===== config.mk =====
export PLATFORM = sky130hd
export DESIGN_NAME = mem_port_arbiter_flat
export DESIGN_NICKNAME = d
export VERILOG_FILES = /design/src/rtl/cpu_pkg.sv /design/src/rtl/mem_port_arbiter_if.sv /design/src/rtl/mem_arb_starve.sv /design/src/rtl/mem_port_arbiter.sv /design/src/flat_wrapper.sv
export SDC_FILE = /design/constraint.sdc
export NUM_CORES = 1
export LEC_CHECK = 0
export BUFFER_PORTS_ARGS = -buffer_cell sky130_fd_sc_hd__buf_2
export CAP_MARGIN = 20
export CORE_UTILIZATION = 49
export CTS_CLUSTER_DIAMETER = 50
export DETAILED_ROUTE_END_ITERATION = 8
export HOLD_SLACK_MARGIN = 0.02
export PLACE_DENSITY = 0.95
export SYNTH_ARGS = -nofsm -noshare
export SYNTH_HDL_FRONTEND = slang
export SYNTH_HIERARCHICAL = 1
export SYNTH_SLANG_ARGS = --single-unit

===== constraint.sdc =====
create_clock -name clk -period 5.2 [get_ports clk]
set_input_delay 0.26 -clock clk [delete_from_list [all_inputs] [get_ports clk]]
set_output_delay 0.26 -clock clk [all_outputs]
set_load 0.02 [all_outputs]

===== src/rtl/cpu_pkg.sv =====
// Shared types and helpers for the memory port arbiter.
package cpu_pkg;

    typedef enum logic {
        IDLE,
        WORD2
    } arb_state_t;

    // Owner of the beat issued in the previous cycle, used to route i_mem_do.
    typedef enum logic [1:0] {
        NONE,
        IF,
        D_HALF,
        D_WORD
    } ret_tag_t;

    localparam logic SZ_HALF = 1'b0;
    localparam logic SZ_WORD = 1'b1;

    // Halfwords need an even address, words a 4-byte aligned one.
    function automatic logic is_misaligned(logic size, logic [1:0] addr_lsb);
        return (size == SZ_WORD) ? (addr_lsb != 2'b00) : addr_lsb[0];
    endfunction

endpackage


===== src/rtl/mem_port_arbiter_if.sv =====
// Bus bundle between the requesters (fetch, load/store), the arbiter and the memory macro.
// master = requesters plus memory macro, slave = arbiter.
interface mem_port_arbiter_if #(
    parameter int unsigned ADDR_WIDTH = 13
);
    // Instruction fetch
    logic                  if_req;
    logic [ADDR_WIDTH-1:0] if_addr;
    logic                  if_gnt;
    logic                  if_rvalid;
    logic [0:1][7:0]       if_rdata;

    // Load/store unit
    logic                  d_req;
    logic                  d_we;
    logic                  d_size;
    logic [0:1]            d_be;
    logic [ADDR_WIDTH-1:0] d_addr;
    logic [0:3][7:0]       d_wdata;
    logic                  d_gnt;
    logic                  d_rvalid;
    logic [0:3][7:0]       d_rdata;
    logic                  d_err;

    // Memory macro
    logic [ADDR_WIDTH-1:0] mem_addr;
    logic [0:1][7:0]       mem_di;
    logic                  mem_en;
    logic                  mem_rd_en;
    logic [0:1]            mem_wr_en;
    logic [0:1][7:0]       mem_do;

    modport master (
        output if_req, if_addr, d_req, d_we, d_size, d_be, d_addr, d_wdata, mem_do,
        input  if_gnt, if_rvalid, if_rdata, d_gnt, d_rvalid, d_rdata, d_err,
        input  mem_addr, mem_di, mem_en, mem_rd_en, mem_wr_en
    );

    modport slave (
        input  if_req, if_addr, d_req, d_we, d_size, d_be, d_addr, d_wdata, mem_do,
        output if_gnt, if_rvalid, if_rdata, d_gnt, d_rvalid, d_rdata, d_err,
        output mem_addr, mem_di, mem_en, mem_rd_en, mem_wr_en
    );

endinterface


===== src/rtl/mem_arb_starve.sv =====
// Saturating count of consecutive denied fetch cycles; raises fetch priority at the limit.
module mem_arb_starve #(
    parameter int unsigned STARVE_LIMIT = 4
) (
    input  logic clk_i,
    input  logic rst_ni,
    input  logic if_req_i,
    input  logic if_gnt_i,
    output logic fetch_prio_o
);

    localparam int unsigned CntW = (STARVE_LIMIT < 1) ? 1 : $clog2(STARVE_LIMIT + 1);
    localparam logic [CntW-1:0] CntMax = CntW'(STARVE_LIMIT);

    logic [CntW-1:0] cnt_q, cnt_d;

    // Clear on fetch grant, otherwise count pending-but-denied cycles up to the limit.
    always_comb begin
        cnt_d = cnt_q;
        if (if_gnt_i) begin
            cnt_d = '0;
        end else if (if_req_i && (cnt_q != CntMax)) begin
            cnt_d = cnt_q + 1'b1;
        end
    end

    // Counter register.
    always_ff @(posedge clk_i or negedge rst_ni) begin
        if (!rst_ni) begin
            cnt_q <= '0;
        end else begin
            cnt_q <= cnt_d;
        end
    end

    assign fetch_prio_o = (cnt_q == CntMax);

endmodule


===== src/rtl/mem_port_arbiter.sv =====
// Shares the halfword memory port between instruction fetch and the load/store unit.
// Words are issued as two big-endian halfword beats; data has priority over fetch
// until fetch has been denied STARVE_LIMIT cycles in a row.
module mem_port_arbiter
    import cpu_pkg::*;
#(
    parameter int unsigned MEM_DEPTH    = 2**12,
    parameter int unsigned STARVE_LIMIT = 4
) (
    input logic               clk,
    input logic               rst,
    mem_port_arbiter_if.slave bus
);

    localparam int unsigned ADDR_WIDTH = $clog2(MEM_DEPTH * 2);

    arb_state_t            state_q, state_d;
    ret_tag_t              tag_q, tag_d;
    logic                  ret_err_q, ret_err_d;
    logic                  ret_we_q, ret_we_d;
    logic [ADDR_WIDTH-1:0] lat_addr_q, lat_addr_d;
    logic                  lat_we_q, lat_we_d;
    logic [15:0]           lat_lo_q, lat_lo_d;
    logic [15:0]           hi_q, hi_d;

    logic                  fetch_prio;
    logic                  d_pick;
    logic                  if_gnt;
    logic                  d_gnt;
    logic [ADDR_WIDTH-1:0] mem_addr;
    logic [15:0]           mem_di;
    logic                  mem_en;
    logic                  mem_rd_en;
    logic [0:1]            mem_wr_en;
    logic [31:0]           d_rdata;

    mem_arb_starve #(
        .STARVE_LIMIT(STARVE_LIMIT)
    ) u_starve (
        .clk_i       (clk),
        .rst_ni      (rst),
        .if_req_i    (bus.if_req),
        .if_gnt_i    (if_gnt),
        .fetch_prio_o(fetch_prio)
    );

    // Data wins a tie unless fetch has starved long enough.
    assign d_pick = bus.d_req && !(bus.if_req && fetch_prio);

    // Arbitration, beat issue and next-state logic.
    always_comb begin
        state_d    = state_q;
        tag_d      = NONE;
        ret_err_d  = 1'b0;
        ret_we_d   = 1'b0;
        lat_addr_d = lat_addr_q;
        lat_we_d   = lat_we_q;
        lat_lo_d   = lat_lo_q;
        hi_d       = hi_q;
        if_gnt     = 1'b0;
        d_gnt      = 1'b0;
        mem_addr   = '0;
        mem_di     = '0;
        mem_en     = 1'b0;
        mem_rd_en  = 1'b0;
        mem_wr_en  = 2'b00;

        unique case (state_q)
            IDLE: begin
                // Grants are held off while reset is asserted so every output reads 0.
                if (rst && d_pick) begin
                    d_gnt    = 1'b1;
                    ret_we_d = bus.d_we;
                    if (is_misaligned(bus.d_size, bus.d_addr[1:0])) begin
                        tag_d     = D_HALF;
                        ret_err_d = 1'b1;
                    end else if (bus.d_size == SZ_HALF) begin
                        tag_d     = D_HALF;
                        mem_en    = 1'b1;
                        mem_addr  = bus.d_addr;
                        mem_rd_en = !bus.d_we;
                        if (bus.d_we) begin
                            mem_wr_en = bus.d_be;
                            mem_di    = bus.d_wdata[2:3];
                        end
                    end else begin
                        // Beat 0 carries bytes 0..1; the low half is replayed from latches.
                        mem_en     = 1'b1;
                        mem_addr   = bus.d_addr;
                        mem_rd_en  = !bus.d_we;
                        if (bus.d_we) begin
                            mem_wr_en = 2'b11;
                            mem_di    = bus.d_wdata[0:1];
                        end
                        lat_addr_d = bus.d_addr + ADDR_WIDTH'(2);
                        lat_we_d   = bus.d_we;
                        lat_lo_d   = bus.d_wdata[2:3];
                        state_d    = WORD2;
                    end
                end else if (rst && bus.if_req) begin
                    if_gnt    = 1'b1;
                    tag_d     = IF;
                    mem_en    = 1'b1;
                    mem_rd_en = 1'b1;
                    mem_addr  = bus.if_addr;
                end
            end
            WORD2: begin
                mem_en    = 1'b1;
                mem_addr  = lat_addr_q;
                mem_rd_en = !lat_we_q;
                if (lat_we_q) begin
                    mem_wr_en = 2'b11;
                    mem_di    = lat_lo_q;
                end
                hi_d     = bus.mem_do;
                tag_d    = D_WORD;
                ret_we_d = lat_we_q;
                state_d  = IDLE;
            end
            default: state_d = IDLE;
        endcase
    end

    // State, return tag and word latches.
    always_ff @(posedge clk or negedge rst) begin
        if (!rst) begin
            state_q    <= IDLE;
            tag_q      <= NONE;
            ret_err_q  <= 1'b0;
            ret_we_q   <= 1'b0;
            lat_addr_q <= '0;
            lat_we_q   <= 1'b0;
            lat_lo_q   <= '0;
            hi_q       <= '0;
        end else begin
            state_q    <= state_d;
            tag_q      <= tag_d;
            ret_err_q  <= ret_err_d;
            ret_we_q   <= ret_we_d;
            lat_addr_q <= lat_addr_d;
            lat_we_q   <= lat_we_d;
            lat_lo_q   <= lat_lo_d;
            hi_q       <= hi_d;
        end
    end

    // Route returning memory data to its owner; writes and errors return zero.
    always_comb begin
        d_rdata = '0;
        if (!ret_err_q && !ret_we_q) begin
            if (tag_q == D_HALF) begin
                d_rdata = {16'h0000, bus.mem_do};
            end else if (tag_q == D_WORD) begin
                d_rdata = {hi_q, bus.mem_do};
            end
        end
    end

    assign bus.if_gnt    = if_gnt;
    assign bus.if_rvalid = (tag_q == IF);
    assign bus.if_rdata  = (tag_q == IF) ? bus.mem_do : '0;
    assign bus.d_gnt     = d_gnt;
    assign bus.d_rvalid  = (tag_q == D_HALF) || (tag_q == D_WORD);
    assign bus.d_rdata   = d_rdata;
    assign bus.d_err     = (tag_q == D_HALF) && ret_err_q;
    assign bus.mem_addr  = mem_addr;
    assign bus.mem_di    = mem_di;
    assign bus.mem_en    = mem_en;
    assign bus.mem_rd_en = mem_rd_en;
    assign bus.mem_wr_en = mem_wr_en;

endmodule


===== src/flat_wrapper.sv =====
// flat-port wrapper written by rule: the top's interface ports become plain ports
module mem_port_arbiter_flat import cpu_pkg::*;
#(
    parameter int unsigned MEM_DEPTH    = 2**12,
    parameter int unsigned STARVE_LIMIT = 4
)
  (clk, rst, bus_if_req, bus_if_addr, bus_d_req, bus_d_we, bus_d_size, bus_d_be, bus_d_addr, bus_d_wdata, bus_mem_do, bus_if_gnt, bus_if_rvalid, bus_if_rdata, bus_d_gnt, bus_d_rvalid, bus_d_rdata, bus_d_err, bus_mem_addr, bus_mem_di, bus_mem_en, bus_mem_rd_en, bus_mem_wr_en);
  mem_port_arbiter_if #(.ADDR_WIDTH((13))) bus_i ();
  input logic clk;
  input logic rst;
  input wire logic [$bits(bus_i.if_req)-1:0] bus_if_req;
  input wire logic [$bits(bus_i.if_addr)-1:0] bus_if_addr;
  input wire logic [$bits(bus_i.d_req)-1:0] bus_d_req;
  input wire logic [$bits(bus_i.d_we)-1:0] bus_d_we;
  input wire logic [$bits(bus_i.d_size)-1:0] bus_d_size;
  input wire logic [$bits(bus_i.d_be)-1:0] bus_d_be;
  input wire logic [$bits(bus_i.d_addr)-1:0] bus_d_addr;
  input wire logic [$bits(bus_i.d_wdata)-1:0] bus_d_wdata;
  input wire logic [$bits(bus_i.mem_do)-1:0] bus_mem_do;
  output wire logic [$bits(bus_i.if_gnt)-1:0] bus_if_gnt;
  output wire logic [$bits(bus_i.if_rvalid)-1:0] bus_if_rvalid;
  output wire logic [$bits(bus_i.if_rdata)-1:0] bus_if_rdata;
  output wire logic [$bits(bus_i.d_gnt)-1:0] bus_d_gnt;
  output wire logic [$bits(bus_i.d_rvalid)-1:0] bus_d_rvalid;
  output wire logic [$bits(bus_i.d_rdata)-1:0] bus_d_rdata;
  output wire logic [$bits(bus_i.d_err)-1:0] bus_d_err;
  output wire logic [$bits(bus_i.mem_addr)-1:0] bus_mem_addr;
  output wire logic [$bits(bus_i.mem_di)-1:0] bus_mem_di;
  output wire logic [$bits(bus_i.mem_en)-1:0] bus_mem_en;
  output wire logic [$bits(bus_i.mem_rd_en)-1:0] bus_mem_rd_en;
  output wire logic [$bits(bus_i.mem_wr_en)-1:0] bus_mem_wr_en;
  assign bus_i.if_req = bus_if_req;
  assign bus_i.if_addr = bus_if_addr;
  assign bus_i.d_req = bus_d_req;
  assign bus_i.d_we = bus_d_we;
  assign bus_i.d_size = bus_d_size;
  assign bus_i.d_be = bus_d_be;
  assign bus_i.d_addr = bus_d_addr;
  assign bus_i.d_wdata = bus_d_wdata;
  assign bus_i.mem_do = bus_mem_do;
  assign bus_if_gnt = bus_i.if_gnt;
  assign bus_if_rvalid = bus_i.if_rvalid;
  assign bus_if_rdata = bus_i.if_rdata;
  assign bus_d_gnt = bus_i.d_gnt;
  assign bus_d_rvalid = bus_i.d_rvalid;
  assign bus_d_rdata = bus_i.d_rdata;
  assign bus_d_err = bus_i.d_err;
  assign bus_mem_addr = bus_i.mem_addr;
  assign bus_mem_di = bus_i.mem_di;
  assign bus_mem_en = bus_i.mem_en;
  assign bus_mem_rd_en = bus_i.mem_rd_en;
  assign bus_mem_wr_en = bus_i.mem_wr_en;
  mem_port_arbiter #(.MEM_DEPTH(MEM_DEPTH), .STARVE_LIMIT(STARVE_LIMIT)) u_core (.clk(clk), .rst(rst), .bus(bus_i));
endmodule

== Word level (Yosys, flattened, before mapping) ==
Index checks and enable logic that the tools add are counted.

* Bits of input ports: 82
* Output and inout port bits: 86
* Word-level logic and storage cells: 84
* Register bits after elaboration: 54

* Bitwise gates (word level): 2
* Reduce and logical (&&, ||, !) cells: 16
* Equality and inequality tests: 5
* Add/subtract/negate cells: 2
* Muxes and demuxes: 50

{| class="wikitable"
|+ Operator list
! kind !! count
|-
| 2-to-1 mux 16 bit || 7
|-
| 2-to-1 mux 32 bit || 3
|-
| 2-to-1 mux 13 bit || 3
|-
| one-hot mux 16 bit (2 select lines) || 1
|-
| one-hot mux 13 bit (2 select lines) || 1
|-
| 2-to-1 mux 1 bit || 18
|-
| 2-to-1 mux 2 bit || 9
|-
| adder 13 x 2 -> 13 bit (second input constant) || 1
|-
| one-hot mux 1 bit (2 select lines) || 4
|-
| one-hot mux 2 bit (2 select lines) || 2
|-
| logical AND 1 bit || 7
|-
| 2-to-1 mux 3 bit || 2
|-
| logical NOT 1 bit || 5
|-
| equality test 2 bit (second input constant) || 2
|-
| AND reduction 4 bit || 1
|-
| nonzero test 2 bit || 2
|-
| adder 3 x 1 -> 3 bit (second input constant) || 1
|-
| equality test 3 bit (second input constant) || 1
|-
| inequality test 3 bit (second input constant) || 1
|-
| equality test 2 x 1 -> 1 bit (second input constant) || 1
|-
| inverter 1 bit || 2
|-
| logical OR 1 bit || 1
|}

== Longest topological paths before layout ==
Gate-level depths: netlist of the first run.

* Word-level depth: 8
* Depth in mapped cells: 9
* Mapped depth without buffers: 7

== Modules after synthesis ==
Netlist of the first run, hierarchy kept.

{| class="wikitable"
|+ By module, submodules not included
! module !! cells an instance !! times used !! seq. area each (um^2) !! area an instance (um^2)
|-
| mem_port_arbiter || 299 || 1 || 1,276.2 || 2,961.6
|-
| mem_arb_starve || 18 || 1 || 75.1 || 197.7
|}

== Least setup slack after synthesis of the first run ==
No wires, ideal clock.

* Kind: register -> output
* From: reg u_core.u_starve.cnt_q[0]
* To: out bus_mem_di[10]
* Cell stages (with the launch flop): 9
* Arrival time: 2.212 ns
* Path buffers: 1
* Required time: 4.940 ns
* Setup slack: 2.728 ns
* Cells stage by stage: dfrtp_1 -> inv_1 -> ha_1 -> and2_1 -> and2_1 -> nor4b_2 -> nand2_1 -> clkbuf_1 -> o21ai_0

* Cells in the longest elaborated chain, start to end: 7

{| class="wikitable"
|+ RTL lines
! element !! RTL line !! text
|-
| start, declared || mem_arb_starve.sv:15 || <nowiki>logic [CntW-1:0] cnt_q, cnt_d;</nowiki>
|-
| start signal, assigned || mem_arb_starve.sv:32 || <nowiki>cnt_q <= cnt_d;</nowiki>
|-
| equality test 3 bit || mem_arb_starve.sv:36 || <nowiki>assign fetch_prio_o = (cnt_q == CntMax);</nowiki>
|-
| net u_core.fetch_prio || mem_port_arbiter.sv:26 || <nowiki>logic fetch_prio;</nowiki>
|-
| logical AND 1 bit || mem_port_arbiter.sv:48 || <nowiki>assign d_pick = bus.d_req && !(bus.if_req && fetch_prio);</nowiki>
|-
| logical NOT 1 bit || mem_port_arbiter.sv:48 ||
|-
| logical AND 1 bit || mem_port_arbiter.sv:48 ||
|-
| logical AND 1 bit || mem_port_arbiter.sv:71 || <nowiki>if (rst && d_pick) begin</nowiki>
|-
| 2-to-1 mux 16 bit || mem_port_arbiter.sv:71 ||
|-
| one-hot mux 16 bit (2 select lines) || mem_port_arbiter.sv:68 || <nowiki>unique case (state_q)</nowiki>
|-
| end, declared || flat_wrapper.sv:28 || <nowiki>output wire logic [$bits(bus_i.mem_di)-1:0] bus_mem_di;</nowiki>
|}

The timed path passes the listed nets, and every way through them passes these cells.

== Worst setup path in the final report of the first run ==
* From: reg u_core.u_starve.cnt_q[0]
* To: out bus_mem_di[6]

Same word-level chain as after synthesis.

==> flow_summary.ini, run 1 <==
[outcome]
status = finished, final reports clean

[pwr]
p_comb_share_pct = 29.2
power.share.sequential_pct = 49.3
ir_drop_mv = 0.174
intPower_w = 0.000855
swShare_pct = 30.2
p_per_area_mw_per_mm2 = 296
p_switching_w = 0.000371
p_leak_nw = 2.32
clockPowerShare_pct = 21.4

[sta]
fin_worst_skew_ns = 0.00630
setup_violations = 0
finalSetupTns_ns = 0
rsz0062_at_grt = no
hold_viol_final = 0
max_slew_margin_pct = 45.1
setup_slack_ns = 1.83
worst_pin_slew_ns = 0.821
min_period_ns = 3.37
post-route-period-util_pct = 64.9
slew_viol_final = 0
fmaxAchievable_ghz = 0.296

[logic_synthesis]
synth_seq_cells = 54
synthTopCellsByArea = dfrtp_1 43%, mux2_2 13%, and2_1 6.9%
yosys_warnings = 6
synth-seq-area-share_pct = 42.8
synthesis.area_mm2 = 0.00316
synth_top_cell_by_area = dfrtp_1
avgSynthCellArea_um2 = 9.97
synth_top_area_share_pct = 42.8
synthCells = 317
yosysUniqueCellTypes = 40
syn_nets = 402

[floorplanning]
dieArea_mm2 = 0.00677
start_util_pct = 52.1
die_w_um = 82.3
ioPinCount = 168
core_area_mm2 = 0.00606
die_h_um = 82.3
row_count = 28

[global_route]
grt_antenna_before_repair = 0
first_global_vias = 2789
grt_start_max_net_pins = 58
grtUsageTotal_pct = 23.1
grt_pass1_wl_um = 12000
overflow = 0

[worst_setup_path]
worst_ep_required_time_ns = 4.94
endpoint_kind = output pin
start_kind = flop
worst-setup-path-type = reg2out
cp.arrival_ns = 3.11
path_max_fanout = 18

[route]
drt_wl_total_um = 7890
first_pass_iters = 6
wl_per_cell_um = 14.3
viasPerCell = 5.36
vias = 2952
drc = 0
dr.first_iter.drc_count = 110
ant_nets = 0

[clock_network]
clock-sinks = 54
cts_tree = yes
clk_path_buf_depth = 2
ctsResizeCount = 0
cts_buffers = 5
cts.reportedPaths.clkPinSlew_ns = 0.10
hold_buffers = 0
htree_levels = 2
root_buffer = clkbuf_8
clock_latency_ns = 0.30
post_cts_buffers = 0

[final_layout]
final_core_util_pct = 68.4
area_delta_synth_final_pct = 31.1
drive_gt1_share_pct = 47.7
nets = 560
antenna_cells = 0

[placement]
place_ws_ns = 1.60
dp_hpwl_um = 6050
place.gp.congestion = 0.727
port_buffers = 167

[hold_path]
min_path_type = in2async

[flow_run]
maxCapViolations = 0
-- kinds of logic (layout without fill, tap and decap cells) --
family | Yosys count | after routing | synth area share [%]
adder cells (fa/ha/maj) | 3 | 3 | 1.19
multiplexers | 57 | 57 | 19.8
AND/OR/NAND/NOR | 128 | 128 | 22.3
flip-flops | 54 | 54 | 42.8
XOR/XNOR | 5 | 5 | 1.39
buffers and inverters | 25 | 184 | 3.72
AO/OA/AOI/OAI | 45 | 45 | 8.87
-- cell usage after synthesis (all sizes together) --
cell	count
dfrtp	54
nand2	45
mux2	40
and2	35
o21ai	18
mux2i	17
and3	16
clkbuf	13
a22oi	12
nor2	10
a21oi	8
buf	8
inv	4
nor3	4
xnor2	4
ha	3
nand2b	3
nor2b	3
a22o	2
and4b	2
nand3	2
nor3b	2
nor4b	2
or2	2
a211oi	1
a21boi	1
a21o	1
a31o	1
and3b	1
nand4	1
o21bai	1
xor2	1
-- power groups by stage --
stage               Combinational, W  Clock, W  Sequential, W
CTS                         0.000360  0.000270       0.000605
floorplan                   0.000253         0       0.000593
finish                      0.000359  0.000263       0.000605
global route                0.000396  0.000285       0.000620
detailed placement          0.000359         0       0.000613
global placement            0.000342         0       0.000604
-- layout by cell type (no fill, tap or decap), types with 2 or more instances in the layout --
cell type / netlist / routed
nor2b_1: 3 / 3
and4b_1: 2 / 2
mux2_2: 37 / 37
mux2i_1: 17 / 17
and2_1: 35 / 35
a22oi_1: 12 / 12
nand2_1: 45 / 45
nor3_1: 3 / 3
clkbuf_8: 0 / 8
a22o_1: 2 / 2
xnor2_1: 4 / 4
buf_4: 2 / 4
inv_1: 4 / 4
o21ai_0: 18 / 18
a21oi_1: 8 / 8
nor2_1: 10 / 10
nand3_1: 2 / 2
buf_2: 1 / 167
or2_2: 2 / 2
ha_1: 3 / 3
dfrtp_1: 54 / 54
nand2b_1: 3 / 3
mux2_1: 2 / 2
and3_1: 16 / 16
nor3b_2: 1 / 2
-- final timing paths --
check | from | end | slack, ns | cells after the start
max reg2reg | u_core/u_starve/cnt_q[0] | u_core/lat_lo_q[3] | 3.01 | 7
min | rst | u_core/u_starve/cnt_q[2] | 0.12 | 2
max | u_core/u_starve/cnt_q[0] | bus_mem_di[6] | 1.83 | 9
min reg2reg | u_core/lat_addr_q[1] | u_core/lat_addr_q[1] | 0.49 | 1
min in group clk | bus_d_wdata[12] | u_core/lat_lo_q[12] | 0.21 | 2
max in group asynchronous | rst | u_core/lat_lo_q[8] | 4.62 | 2
-- stage by stage --
step	hold WS (ns)	instances	area, um2	total power, W
3_5_place_dp	0.462	541	4010	0.000972
6_report	0.120	551	4140	0.00123
3_3_place_gp	0.458	541	4010	0.000946
2_1_floorplan	-0.0356	317	3160	0.000846
5_1_grt	0.179	551	4140	0.00130
4_1_cts	0.145	549	4120	0.00123
-- state kept, by name (all words and copies together) (netlist names) --
name,cells
u_core/hi_q,16
u_core/lat_addr_q,13
u_core/lat_lo_q,16
u_core/lat_we_q,1
u_core/ret_err_q,1
u_core/ret_we_q,1
u_core/state_q,1
u_core/tag_q,2
u_core/u_starve/cnt_q,3
-- cell type report --
type,instances,area (um2)
clock buffer,8,110
timing repair buffer,172,877
multi-input combinational,238,1700
sequential,54,1350
tap,75,93.8
fill,486,1920
inverter,4,15.0
-- routing by layer --
| layer | share of wire [%] | GRT usage [%] |
|---|---|---|
| met4 | 0.72 | 7.37 |
| met5 | 0 | 0 |
| met3 | 7.0 | 4.07 |
| met1 | 39 | 24.6 |
| met2 | 54 | 45.3 |
-- critical path, cell delays in order (launching register included) --
cell and delay [ns]:
dfrtp_1 0.39, inv_1 0.06, ha_1 0.23, and2_1 0.17, and2_1 0.20, nor4b_2 0.57, buf_4 0.28, nand2_1 0.36
o21ai_0 0.35, buf_2 0.21
(Power assumes the default switching activity.)
==> inputs of run 2 (changes only) <==
- CORE_UTILIZATION: 49 -> 41
- PLACE_DENSITY: 0.95 -> 0.88
- clock period: 5.2 -> 3.1 ns (I/O delays scaled with it)
==> flow_summary.ini, run 2 (same netlist as run 1, synthesis figures left out) <==
[outcome]
status = finished, final reports clean

[route]
dr.first_iter.drc_count = 111
drc = 0
vias = 2942
drt_wl_total_um = 7920
viasPerCell = 5.12
ant_nets = 0
first_pass_iters = 4
wl_per_cell_um = 13.8

[final_layout]
final_common_cell = buf_2
n_fill_cell = 652
top_regs = u_core/hi_q x16, u_core/lat_lo_q x16, u_core/lat_addr_q x13
nets = 560
drive_gt1_share_pct = 47.9
multi_input_area_mm2 = 0.00170
area_delta_synth_final_pct = 31.6
seq_area_mm2 = 0.00135
antenna_cells = 0
final_cell_mix = 167 x buf_2, 54 x dfrtp_1, 44 x nand2_1, 37 x mux2_2, 35 x and2_1

[floorplanning]
row_count = 31
ioPinCount = 168
die_h_um = 89.8
core_area_mm2 = 0.00737
dieArea_mm2 = 0.00806
die_w_um = 89.8
start_util_pct = 42.9

[sta]
post-route-period-util_pct = 88.3
finalSetupTns_ns = 0
setup_slack_ns = 0.364
setup_violations = 0
worst_hold_slack_ns = 0.0359
rsz0062_at_grt = no
fmaxAchievable_ghz = 0.365
max_slew_margin_pct = 43.2
fin_worst_skew_ns = 0.00779
worst_pin_slew_ns = 0.851
min_period_ns = 2.74
hold_viol_final = 0
slew_viol_final = 0

[worst_setup_path]
rr_worst_depth = 7
cp.arrival_ns = 2.58
rrSetupSlack_ns = 0.89
r2r_start = u_core/u_starve/cnt_q[0]
r2r-end = u_core/lat_lo_q[3]
worst-setup-path-type = reg2out
start_kind = flop
worst_ep_required_time_ns = 2.94
endpoint_kind = output pin
path_max_fanout = 18

[global_route]
grt_pass1_wl_um = 13300
first_global_vias = 2914
grtUsageTotal_pct = 20.0
grt_start_max_net_pins = 57
grt_antenna_before_repair = 0
overflow = 0

[flow_run]
maxCapViolations = 0

[clock_network]
cts_tree = yes
hold_buffers = 0
root_buffer = clkbuf_8
clock_latency_ns = 0.30
clock-sinks = 54
cts.reportedPaths.clkPinSlew_ns = 0.10
post_cts_buffers = 0
cts_buffers = 5
clk_path_buf_depth = 2
htree_levels = 2

[placement]
place_ws_ns = 0.509
port_buffers = 167
place.gp.congestion = 0.736
dp_hpwl_um = 5950

[pwr]
p_leak_nw = 2.31
ir_drop_mv = 0.282
p_per_area_mw_per_mm2 = 485

[hold_path]
min_path_type = in2async
-- run 2: changes by cell type in the layout (fill, tap and decap cells not counted) --
cell	delta
buf_4	+1
buf_6	-1
clkbuf_8	-2
clkinv_2	+1
clkinvlp_4	+1
nand2_1	-1
nand2_2	+1
-- run 2: worst max-delay path by stage --
stage / depth (start not counted) / end / start / slack (ns)
finish: 9 / bus_mem_di[2] / u_core/u_starve/cnt_q[0] / 0.36
global route: 9 / bus_mem_di[3] / u_core/u_starve/cnt_q[0] / 0.20
CTS: 9 / bus_mem_di[2] / u_core/u_starve/cnt_q[0] / 0.13
detailed placement: 9 / bus_mem_di[2] / u_core/u_starve/cnt_q[0] / 0.51
global placement: 9 / bus_mem_di[7] / u_core/u_starve/cnt_q[0] / 0.70
floorplan: 8 / bus_mem_di[10] / u_core/u_starve/cnt_q[0] / 0.73
-- run 2: area by class of cell --
type / instances / area share [%]
inverter: 4 / 0.361
multi-input combinational: 238 / 40.8
clock inverter: 2 / 0.301
sequential: 54 / 32.5
clock buffer: 6 / 1.99
tap: 99 / 2.98
timing repair buffer: 172 / 21.0
-- run 2: timing repair --
| item | 4_1_cts | 5_1_grt |
|---|---|---|
| endpoints found under the setup margin | 0 | 5 |
| gates resized for setup | 0 | 1 |
| hold endpoints to repair | 0 | 0 |
-- run 2: stage by stage --
stage	util (%)	instance area (um2)	instances	total power, W
final	56.4	4160	575	0.00202
after global routing	56.4	4160	575	0.00215
after CTS	56.4	4150	575	0.00204
after detailed placement	55.1	4060	567	0.00163
after global placement	55.1	4060	567	0.00159
after floorplan	-	3160	317	0.00142
-- run 2: where the power goes --
group | internal (W) | leakage, nW | switching [W]
clock network | 0.000180 | 0.0472 | 0.000223
registers | 0.000905 | 0.664 | 0.000110
logic | 0.000303 | 1.59 | 0.000296
-- run 2: worst max-delay path, cell delays in order, from the launching register on --
cell and delay [ns]:
dfrtp_1 0.40, inv_1 0.06, ha_1 0.23, and2_1 0.17, and2_1 0.20, nor4b_2 0.26
buf_4 0.24, nand2_2 0.24, o21ai_0 0.26, buf_2 0.21
-- run 2: metal layers --
| metal | global-route usage [%] | share of wire, % | vias up |
|---|---|---|---|
| met1 | 22.5 | 40 | 1397 |
| met4 | 5.87 | 1.3 | 0 |
| met5 | 0 | 0 | - |
| li1 | - | - | 1412 |
| met3 | 4.31 | 5.9 | 10 |
| met2 | 37.6 | 53 | 123 |
